**src/rtl/l2_writeback_queue.sv**
```systemverilog
// l2_writeback_queue: line-granular write-back queue between the L2 memory-side
// port and the downstream pmem stage. Dirty lines are absorbed in one cycle and
// drained in the background. Read misses bypass queued writebacks, and reads
// that hit a queued line are returned from the queue.
// Optional statistics counters are enabled by defining WB_QUEUE_STATS_EN.
module l2_writeback_queue #(
   parameter int DEPTH       = 4,
   parameter int LINE_BITS   = 256,
   parameter int OFFSET_BITS = 5
) (
   input  logic                 clk,
   input  logic                 reset,
   input  logic [31:0]          address,
   input  logic                 read,
   input  logic                 write,
   input  logic [LINE_BITS-1:0] wdata,
   output logic [LINE_BITS-1:0] rdata,
   output logic                 resp,
   output logic [31:0]          pmem_address,
   output logic                 pmem_read,
   output logic                 pmem_write,
   output logic [LINE_BITS-1:0] pmem_wdata,
   input  logic [LINE_BITS-1:0] pmem_rdata,
   input  logic                 pmem_resp
`ifdef WB_QUEUE_STATS_EN
   ,
   output logic [31:0]          stat_read_hits,
   output logic [31:0]          stat_merges,
   output logic [31:0]          stat_full_stalls
`endif
);

   localparam int PTR_W = $clog2(DEPTH);
   localparam int CNT_W = $clog2(DEPTH + 1);
   localparam int TAG_W = 32 - OFFSET_BITS;

   typedef enum logic [1:0] {S_IDLE, S_ACK, S_RD_MEM, S_WR_MEM} state_t;

   state_t               state_q;
   logic [DEPTH-1:0]     valid_q;
   logic [TAG_W-1:0]     tag_q  [DEPTH];
   logic [LINE_BITS-1:0] data_q [DEPTH];
   logic [PTR_W-1:0]     head_q;
   logic [PTR_W-1:0]     tail_q;
   logic [CNT_W-1:0]     count_q;

   logic                 resp_q;
   logic [LINE_BITS-1:0] rdata_q;
   logic                 pmem_read_q;
   logic                 pmem_write_q;
   logic [31:0]          pmem_address_q;
   logic [LINE_BITS-1:0] pmem_wdata_q;

   logic [TAG_W-1:0]     req_tag;
   logic                 hit;
   logic [PTR_W-1:0]     hit_idx;
   logic                 full;
   logic                 empty;
   logic                 entry_we_d;
   logic [PTR_W-1:0]     entry_idx_d;
   logic                 unused_offset;

   assign req_tag       = address[31:OFFSET_BITS];
   assign unused_offset = ^address[OFFSET_BITS-1:0];
   assign full          = (count_q == CNT_W'(DEPTH));
   assign empty         = (count_q == '0);

   // Tag lookup across all valid entries; at most one entry can hold a given tag.
   always_comb begin
      hit     = 1'b0;
      hit_idx = '0;
      for (int i = 0; i < DEPTH; i++) begin
         if (valid_q[i] && tag_q[i] == req_tag) begin
            hit     = 1'b1;
            hit_idx = PTR_W'(i);
         end
      end
   end

   // Line write port: a merge overwrites the matching entry, a new line goes to tail.
   always_comb begin
      entry_we_d  = 1'b0;
      entry_idx_d = tail_q;
      if (!reset && state_q == S_IDLE && !read && write) begin
         if (hit) begin
            entry_we_d  = 1'b1;
            entry_idx_d = hit_idx;
         end else if (!full) begin
            entry_we_d  = 1'b1;
         end
      end
   end

   // Line storage (tag and data) written on accept or merge.
   // NOTE: tag/data arrays carry no reset; valid_q alone decides whether an entry is live.
   always_ff @(posedge clk) begin
      if (entry_we_d) begin
         data_q[entry_idx_d] <= wdata;
         tag_q[entry_idx_d]  <= req_tag;
      end
   end

   // Queue control FSM: pointers, valid bits, upstream/downstream handshakes, registered outputs.
   always_ff @(posedge clk) begin
      if (reset) begin
         state_q        <= S_IDLE;
         valid_q        <= '0;
         head_q         <= '0;
         tail_q         <= '0;
         count_q        <= '0;
         resp_q         <= 1'b0;
         rdata_q        <= '0;
         pmem_read_q    <= 1'b0;
         pmem_write_q   <= 1'b0;
         pmem_address_q <= '0;
         pmem_wdata_q   <= '0;
      end else begin
         resp_q <= 1'b0;
         unique case (state_q)
            S_IDLE: begin
               if (read && hit) begin
                  rdata_q <= data_q[hit_idx];
                  resp_q  <= 1'b1;
                  state_q <= S_ACK;
               end else if (read) begin
                  pmem_read_q    <= 1'b1;
                  pmem_address_q <= {req_tag, {OFFSET_BITS{1'b0}}};
                  state_q        <= S_RD_MEM;
               end else if (write && hit) begin
                  resp_q  <= 1'b1;
                  state_q <= S_ACK;
               end else if (write && !full) begin
                  valid_q[tail_q] <= 1'b1;
                  tail_q          <= tail_q + PTR_W'(1);
                  count_q         <= count_q + CNT_W'(1);
                  resp_q          <= 1'b1;
                  state_q         <= S_ACK;
               end else if (write || !empty) begin
                  // Drain the oldest line; a stalled write is re-evaluated on return.
                  pmem_write_q   <= 1'b1;
                  pmem_address_q <= {tag_q[head_q], {OFFSET_BITS{1'b0}}};
                  pmem_wdata_q   <= data_q[head_q];
                  state_q        <= S_WR_MEM;
               end
            end
            S_ACK: begin
               state_q <= S_IDLE;
            end
            S_RD_MEM: begin
               if (pmem_resp) begin
                  rdata_q     <= pmem_rdata;
                  pmem_read_q <= 1'b0;
                  resp_q      <= 1'b1;
                  state_q     <= S_ACK;
               end
            end
            S_WR_MEM: begin
               if (pmem_resp) begin
                  valid_q[head_q] <= 1'b0;
                  head_q          <= head_q + PTR_W'(1);
                  count_q         <= count_q - CNT_W'(1);
                  pmem_write_q    <= 1'b0;
                  state_q         <= S_IDLE;
               end
            end
            default: begin
               state_q <= S_IDLE;
            end
         endcase
      end
   end

`ifdef WB_QUEUE_STATS_EN
   logic [31:0] stat_read_hits_q;
   logic [31:0] stat_merges_q;
   logic [31:0] stat_full_stalls_q;

   // Saturating event counters for queue hits, merges and full-queue write stalls.
   always_ff @(posedge clk) begin
      if (reset) begin
         stat_read_hits_q   <= '0;
         stat_merges_q      <= '0;
         stat_full_stalls_q <= '0;
      end else if (state_q == S_IDLE) begin
         if (read && hit && stat_read_hits_q != '1)
            stat_read_hits_q <= stat_read_hits_q + 32'd1;
         if (!read && write && hit && stat_merges_q != '1)
            stat_merges_q <= stat_merges_q + 32'd1;
         if (!read && write && !hit && full && stat_full_stalls_q != '1)
            stat_full_stalls_q <= stat_full_stalls_q + 32'd1;
      end
   end

   assign stat_read_hits   = stat_read_hits_q;
   assign stat_merges      = stat_merges_q;
   assign stat_full_stalls = stat_full_stalls_q;
`endif

   assign resp         = resp_q;
   assign rdata        = rdata_q;
   assign pmem_read    = pmem_read_q;
   assign pmem_write   = pmem_write_q;
   assign pmem_address = pmem_address_q;
   assign pmem_wdata   = pmem_wdata_q;

endmodule

```
**config.mk**
```make
export PLATFORM = sky130hd
export DESIGN_NAME = l2_writeback_queue
export DESIGN_NICKNAME = d
export VERILOG_FILES = /design/src/rtl/l2_writeback_queue.sv
export SDC_FILE = /design/constraint.sdc
export NUM_CORES = 2
export LEC_CHECK = 0
export ABC_CLOCK_PERIOD_IN_PS = 56300
export CELL_PAD_IN_SITES_DETAIL_PLACEMENT = 0
export CELL_PAD_IN_SITES_GLOBAL_PLACEMENT = 1
export CORE_MARGIN = 4
export CORE_UTILIZATION = 32
export CTS_CLUSTER_DIAMETER = 120
export DETAILED_ROUTE_END_ITERATION = 8
export HOLD_SLACK_MARGIN = 0.1
export MAX_ROUTING_LAYER = met4
export PLACE_DENSITY = 0.58
export SETUP_SLACK_MARGIN = 0.02
export SYNTH_ARGS = -nofsm -noshare
export SYNTH_HDL_FRONTEND = slang
export SYNTH_SLANG_ARGS = --single-unit
```
**constraint.sdc**
```tcl
create_clock -name clk -period 56.3 [get_ports clk]
set_input_delay 16.89 -clock clk [delete_from_list [all_inputs] [get_ports clk]]
set_output_delay 16.89 -clock clk [all_outputs]
set_load 0.03 [all_outputs]
```
-- Yosys cells after proc, flatten, opt, wreduce, memory -nomap -nowiden
Memories as Yosys holds them, arrays and structs flattened. A register that Yosys moved wholly into a read port is not among the register bits.
Cells that the tools add are included.
- reductions and logical operators: 31
- $lt $le $gt $ge: 4
- bitwise gates (word level): 7
- eq/ne operators: 21
- add/sub/neg operators: 4
- muxes and demuxes: 63
- operator list (cell ; number):
    256-bit two-way mux ; 2
    256-bit case mux with 2 select lines ; 1
    32-bit two-way mux ; 4
    27-bit == test ; 4
    2-bit two-way mux ; 13
    1-bit two-way mux ; 25
    4-bit two-way mux ; 5
    2-bit != test (second input constant) ; 9
    3-bit two-way mux ; 5
    1-bit logical AND ; 12
    6-bit AND reduction ; 2
    5-bit AND reduction ; 2
    2-bit case mux with 4 select lines ; 1
    4-bit case mux with 2 select lines ; 1
    7-bit AND reduction ; 1
    2-bit by 3-bit < comparator with 1-bit output (second input constant) ; 2
    2-bit by 1-bit != test with 1-bit output (second input constant) ; 3
    6-bit by 2-bit != test with 1-bit output (second input constant) ; 1
    1-bit case mux with 2 select lines ; 3
    3-bit case mux with 2 select lines ; 1
    3-bit AND reduction ; 2
    2-bit nonzero test ; 3
    2-bit by 1-bit adder with 2-bit output (second input constant) ; 2
    4-bit AND ; 1
    16 further kinds ; 25
- memories: 2
- bits of input ports: 549
- flip-flop bits (word level): 304
- output and inout bits: 547
- bits in writable memories: 1132
- logic and storage cells: 142
- memory list (name ; words ; width ; rd ports ; clocked after memory_dff ; wr ports ; line ; RTL):
    data_q ; 4 ; 256 ; 2 ; 1 ; 1 ; 42 ; logic [LINE_BITS-1:0] data_q [DEPTH];
    tag_q ; 4 ; 27 ; 5 ; 1 ; 1 ; 41 ; logic [TAG_W-1:0] tag_q [DEPTH];

-- Longest topological paths before layout
An unclocked memory read counts as a cell.
- word-level depth: 12
- depth in mapped cells: 12
- mapped depth without buffers: 8

-- Worst setup path before layout
OpenSTA, ideal clock, no wires.
- path type: input port to flip-flop
- start point: input port address[27]
- end point: memory data_q[1][0] (enable)
- arrival time: 30.365 ns
- library setup time: 0.934 ns
- setup slack: 25.001 ns
- path buffers: 4
- data required time: 55.366 ns
- stages: 11
- path through: clkbuf_1 -> xnor2_1 -> nand4_1 -> nor4_1 -> nand4_1 -> buf_2 -> buf_2 -> buf_2 -> o21ai_0 -> a21oi_1 -> nor2_1
- word-level cells in the longest chain between the ends: 10
- elaborated cells between the ends (all ways): 21
- those cells by class: 4 x eq/ne; 13 x mux; 4 x reduce/logical
- ends and longest elaborated chain (item ; line ; RTL):
    start: declaration ; 13 ; input logic [31:0] address,
    27-bit == test ; 73 ; if (valid_q[i] && tag_q[i] == req_tag) begin
    1-bit logical AND ; 73 ;
    1-bit two-way mux (4 in a row) ; 73 ;
    1-bit two-way mux ; 85 ; if (hit) begin
    1-bit two-way mux ; 84 ; if (!reset && state_q == S_IDLE && !read && write) begin
    1-bit two-way mux ; 97 ; if (entry_we_d) begin
    1-bit two-way mux (implied by the code) ; 98 ; data_q[entry_idx_d] <= wdata;
    end: declaration ; 42 ;
Several ways; a longest one is shown, not always the timed one.

-- Worst setup path after layout
- start point: input port address[16]
- end point: memory data_q[1][140] (enable)
Same word-level chain as after synthesis.

==> out/summary.log <==
qor: synth.postSynthRegisterBits 1,689
qor: clock_network.clock-sinks 1,689
qor: worst_setup_path.timing.critical_path.arrival 22.98 ns
qor: clock_network.cts_tree built
qor: worst_setup_path.crit_path_top_delay_cell nor2_4
qor: global_routing.grt_overflow_total 0
qor: worst_setup_path.crit_path_end_kind flop
qor: flow_run.maxCapViolations 0
qor: clock_network.clock_latency 0.83 ns
qor: clock_network.post_cts_buffers 0
qor: route.drtAntennaViolNets 0
qor: clock_network.hold_bufs_inserted_after_cts 0
qor: synth.number_of_flops_mapped_to_enable_cells_by_yosys 1,132
qor: sta.final_hold_viol_count 0
qor: worst_setup_path.critPathBufInv 5
qor: placed_design.place.port_buffers 1,085
qor: placed_design.gp_routability_congestion 0.822
qor: clock_network.ctsLongestPathBuffers 3
qor: pwr.ir_drop 0.0261 mV
qor: pwr.p_per_area 32.4 nW/µm²
qor: die.effective_utilization_at_floorplan 32.2%
qor: finish.drive_above_1_share 11.9%
qor: sta.max_slew.worst_pin.slew 1.36 ns
qor: worst_setup_path.cp-start-kind input pin
qor: sta.unrepaired_setup_endpoints_after_global_routing no
qor: pwr.cell_internal_pwr 2.21 mW
qor: pwr.swShare 25.0%
qor: finish.finish.net_count 6,558
qor: clock_network.cts.clk_slew.worst_paths 0.06 ns
qor: die.floorplan.die.height 479 µm
qor: sta.relSlewSlack 9.13%
qor: pwr.power.share.combinational 10.8%
qor: sta.clock-skew-final 0.0436 ns
qor: route.post-route-drc-count 0
qor: global_routing.grt.met3_usage 7.31%
qor: worst_setup_path.critical_path_depth 12
qor: pwr.power.clock.fraction 42.6%
qor: worst_setup_path.ff2ff_path_depth 11
qor: worst_setup_path.cpLargestDelayFamily buffers and inverters
qor: synth.syn_inst 5,080
qor: sta.smallest_hold_slack 0.451 ns
qor: clock_network.inserted_clock_buffers 191
qor: global_routing.grt_use_total 23.8%
qor: global_routing.grt_first_pass_wirelength 386 mm
qor: synth.top_reg_cell_synth edfxtp_1
qor: worst_hold_path.hold_path_class flop to flop
qor: synth.synthArstFlopShare 0%
qor: clock_network.ctsHtreeMaxLevel 4
qor: worst_setup_path.critical_path.max_fanout 41
qor: finish.area.sequential 45,200 µm²
qor: route.wl_per_cell 29.9 µm
qor: finish.area_growth_syn_to_layout 28.1%
qor: route.via_count 49,154
qor: global_routing.met1_usage 28.9%
qor: placed_design.dp.final_hpwl 173 mm
qor: synth.synth.avg_cell_area 14.0 µm²
qor: route.routed_via_density 5.33
qor: sta.timing.final.crit_period 22.53 ns
qor: global_routing.top_usage_layer met2
qor: pwr.power.leakage 31.1 nW
qor: die.design.core.area 220,000 µm²
qor: sta.finalSetupViolations 0
qor: synth.yosys_cell_types 47
qor: worst_setup_path.cpPeakStageDelay 0.82 ns
qor: outcome.run_status complete, no violations
qor: pwr.power_switching 738 µW
qor: die.io-pin-count 1,096
qor: die.chip_width 479 µm
qor: die.placementRows 172
qor: worst_setup_path.r2r_start tag_q[1][11]
qor: clock_network.root_buffer clkbuf_16
qor: sta.fmax 44.4 MHz
qor: worst_hold_path.timing.hold.worst.start pmem_wdata[169]
qor: die.fp.dieArea 229,000 µm²
qor: worst_setup_path.crit_type input pin to flop
qor: worst_setup_path.rr_endpoint data_q[1][140]
qor: worst_setup_path.timing.critical_path.mode_cell buf_4
qor: global_routing.grt_pass1_vias 49,011
qor: clock_network.postCtsResizedCells 0
qor: finish.multi_input_area 23,700 µm²
qor: worst_setup_path.worst-endpoint-required 56.76 ns
qor: sta.final.period_utilization 40.0%
qor: route.drtIter0Drc 3,573
qor: route.drt_pre_antenna_iters 5
qor: finish.fillerInstances 20,534
qor: route.wl 276 mm
qor: worst_hold_path.hold_end pmem_wdata[169]
qor: synth.synthesis.area 71,000 µm²
qor: global_routing.grt_max_degree 114
qor: global_routing.grt_util_met2 38.2%
qor: pwr.sequentialPowerShare 46.7%
qor: synth.part_of_the_yosys_area_used_for_sequential_elements 63.6%
qor: worst_setup_path.setup.reg_to_reg.worst_slack 50.15 ns
qor: worst_setup_path.timing.critical_path.cells clkdlybuf4s50_1 -> xnor2_1 -> nand4_1 -> nor4_1 -> nand4_1 -> buf_4 -> nand2_1 -> o2111ai_1 -> nor2_4 -> buf_4 -> buf_4 -> buf_4
qor: sta.drv_slew 0
qor: worst_hold_path.hold_depth 2
qor: synth.ys.warnings.count 0
qor: global_routing.antenna_found_initial 120
qor: sta.totalNegativeSetupSlack 0 ns
## stage by stage
step                instance area [µm²]  utilization, %  cells  worst slack [ns]  total power, mW
finish                            90900            41.3   9220             33.77             2.95
global route                      90800            41.3   9213             33.45             3.05
CTS                               90600            41.2   9123             33.68             2.98
detailed placement                84300            38.3   8765             32.79             1.72
global placement                  84300            38.3   8765             32.76             1.72
floorplan                         71000               -   5084             25.00             1.56
## cells in the mapped netlist (9+ instances only)
library cell / number / area share (%)
buf_6: 31 / 0.49
buf_2: 95 / 0.67
nor3_1: 9 / 0.063
mux2i_1: 284 / 4.0
xor2_1: 56 / 0.69
buf_4: 33 / 0.35
a21oi_1: 270 / 1.9
mux4_2: 283 / 9.0
inv_1: 11 / 0.058
xnor2_1: 54 / 0.67
nor2_1: 305 / 1.6
nand2_1: 526 / 2.8
clkbuf_1: 288 / 1.5
o2bb2ai_1: 205 / 2.5
nand4_1: 22 / 0.19
a211oi_1: 543 / 5.7
and3_1: 256 / 2.3
dfxtp_1: 557 / 16
nor4_1: 22 / 0.19
o2bb2ai_2: 50 / 1.1
edfxtp_1: 1132 / 48
## power by group through the flow
| stage | Sequential [mW] | Clock [mW] | Combinational [mW] |
|---|---|---|---|
| after global routing | 1.38 | 1.34 | 0.334 |
| after floorplan | 1.44 | 0 | 0.122 |
| after CTS | 1.38 | 1.28 | 0.321 |
| final | 1.38 | 1.26 | 0.317 |
| after global placement | 1.40 | 0 | 0.319 |
| after detailed placement | 1.40 | 0 | 0.319 |
## layout by cell type (no fill, tap or decap), types with 6 or more instances in the layout
cell	count
a211oi_1	543
a21oi_1	268
and3_1	256
buf_12	10
buf_4	78
bufinv_16	11
clkbuf_1	58
clkbuf_16	197
clkbuf_8	31
clkdlybuf4s50_1	1083
clkinv_1	13
clkinv_2	29
clkinvlp_4	6
dfxtp_1	553
diode_2	97
edfxtp_1	1132
ha_1	8
inv_1	11
mux2i_1	284
mux4_2	283
nand2_1	524
nand4_1	22
nor2_1	300
nor3_1	9
nor4_1	21
o2bb2ai_1	205
o2bb2ai_2	50
xnor2_1	54
xor2_1	56
## worst max-delay path by stage
stage	start	to
after floorplan	address[27]	data_q[1][0]
after global placement	address[16]	data_q[1][140]
after detailed placement	address[16]	data_q[1][135]
after CTS	address[16]	data_q[1][155]
after global routing	address[16]	data_q[1][155]
final	address[16]	data_q[1][140]
## routing by layer
layer	part of all wire, %	up-vias
li1	-	21677
met1	41	25486
met2	48	1645
met3	8.1	346
met4	3.0	0
met5	0	-
## sequential cells by signal, summed over array words and instances (netlist names), named ones only
name,count
pmem_address,27
rdata,256
state_q,2
valid_q,4
tag_q,108
pmem_wdata,256
pmem_read,1
resp,1
tail_q,2
head_q,2
count_q,3
pmem_write,1
data_q,1024
## cells by family (layout without fill, tap and decap cells)
kind of cell | after synthesis | count (layout) | share of synthesized area (%)
buffers and inverters | 461 | 1542 | 3.11
xor gates and xnor gates | 110 | 110 | 1.36
AOI/OAI and AO/OA | 1086 | 1086 | 11.4
muxes | 567 | 567 | 13.0
adders and majority gates | 9 | 9 | 0.169
and+or+nand+nor | 1157 | 1157 | 7.32
DFF | 1689 | 1689 | 63.6
other | 1 | 102 | 0.00528
## area by class of cell
class | instances | area share, %
flip-flops and latches | 1689 | 49.7
multi-input cells | 2934 | 26.1
repair buffers | 1173 | 12.8
clock buffers | 286 | 6.13
well taps | 2958 | 4.07
clock inverters | 72 | 0.848
diodes | 97 | 0.267
inverters | 11 | 0.0454
## worst register-to-register path: cells and delay by family, from the launching register on
family	cells	cell delay (ns)
buf+inv	4	2.67
simple gates	5	2.01
flops	1	0.41
xor+xnor	1	0.41
compound gates	1	0.25
Note: power is estimated with default switching activity, not from simulation.
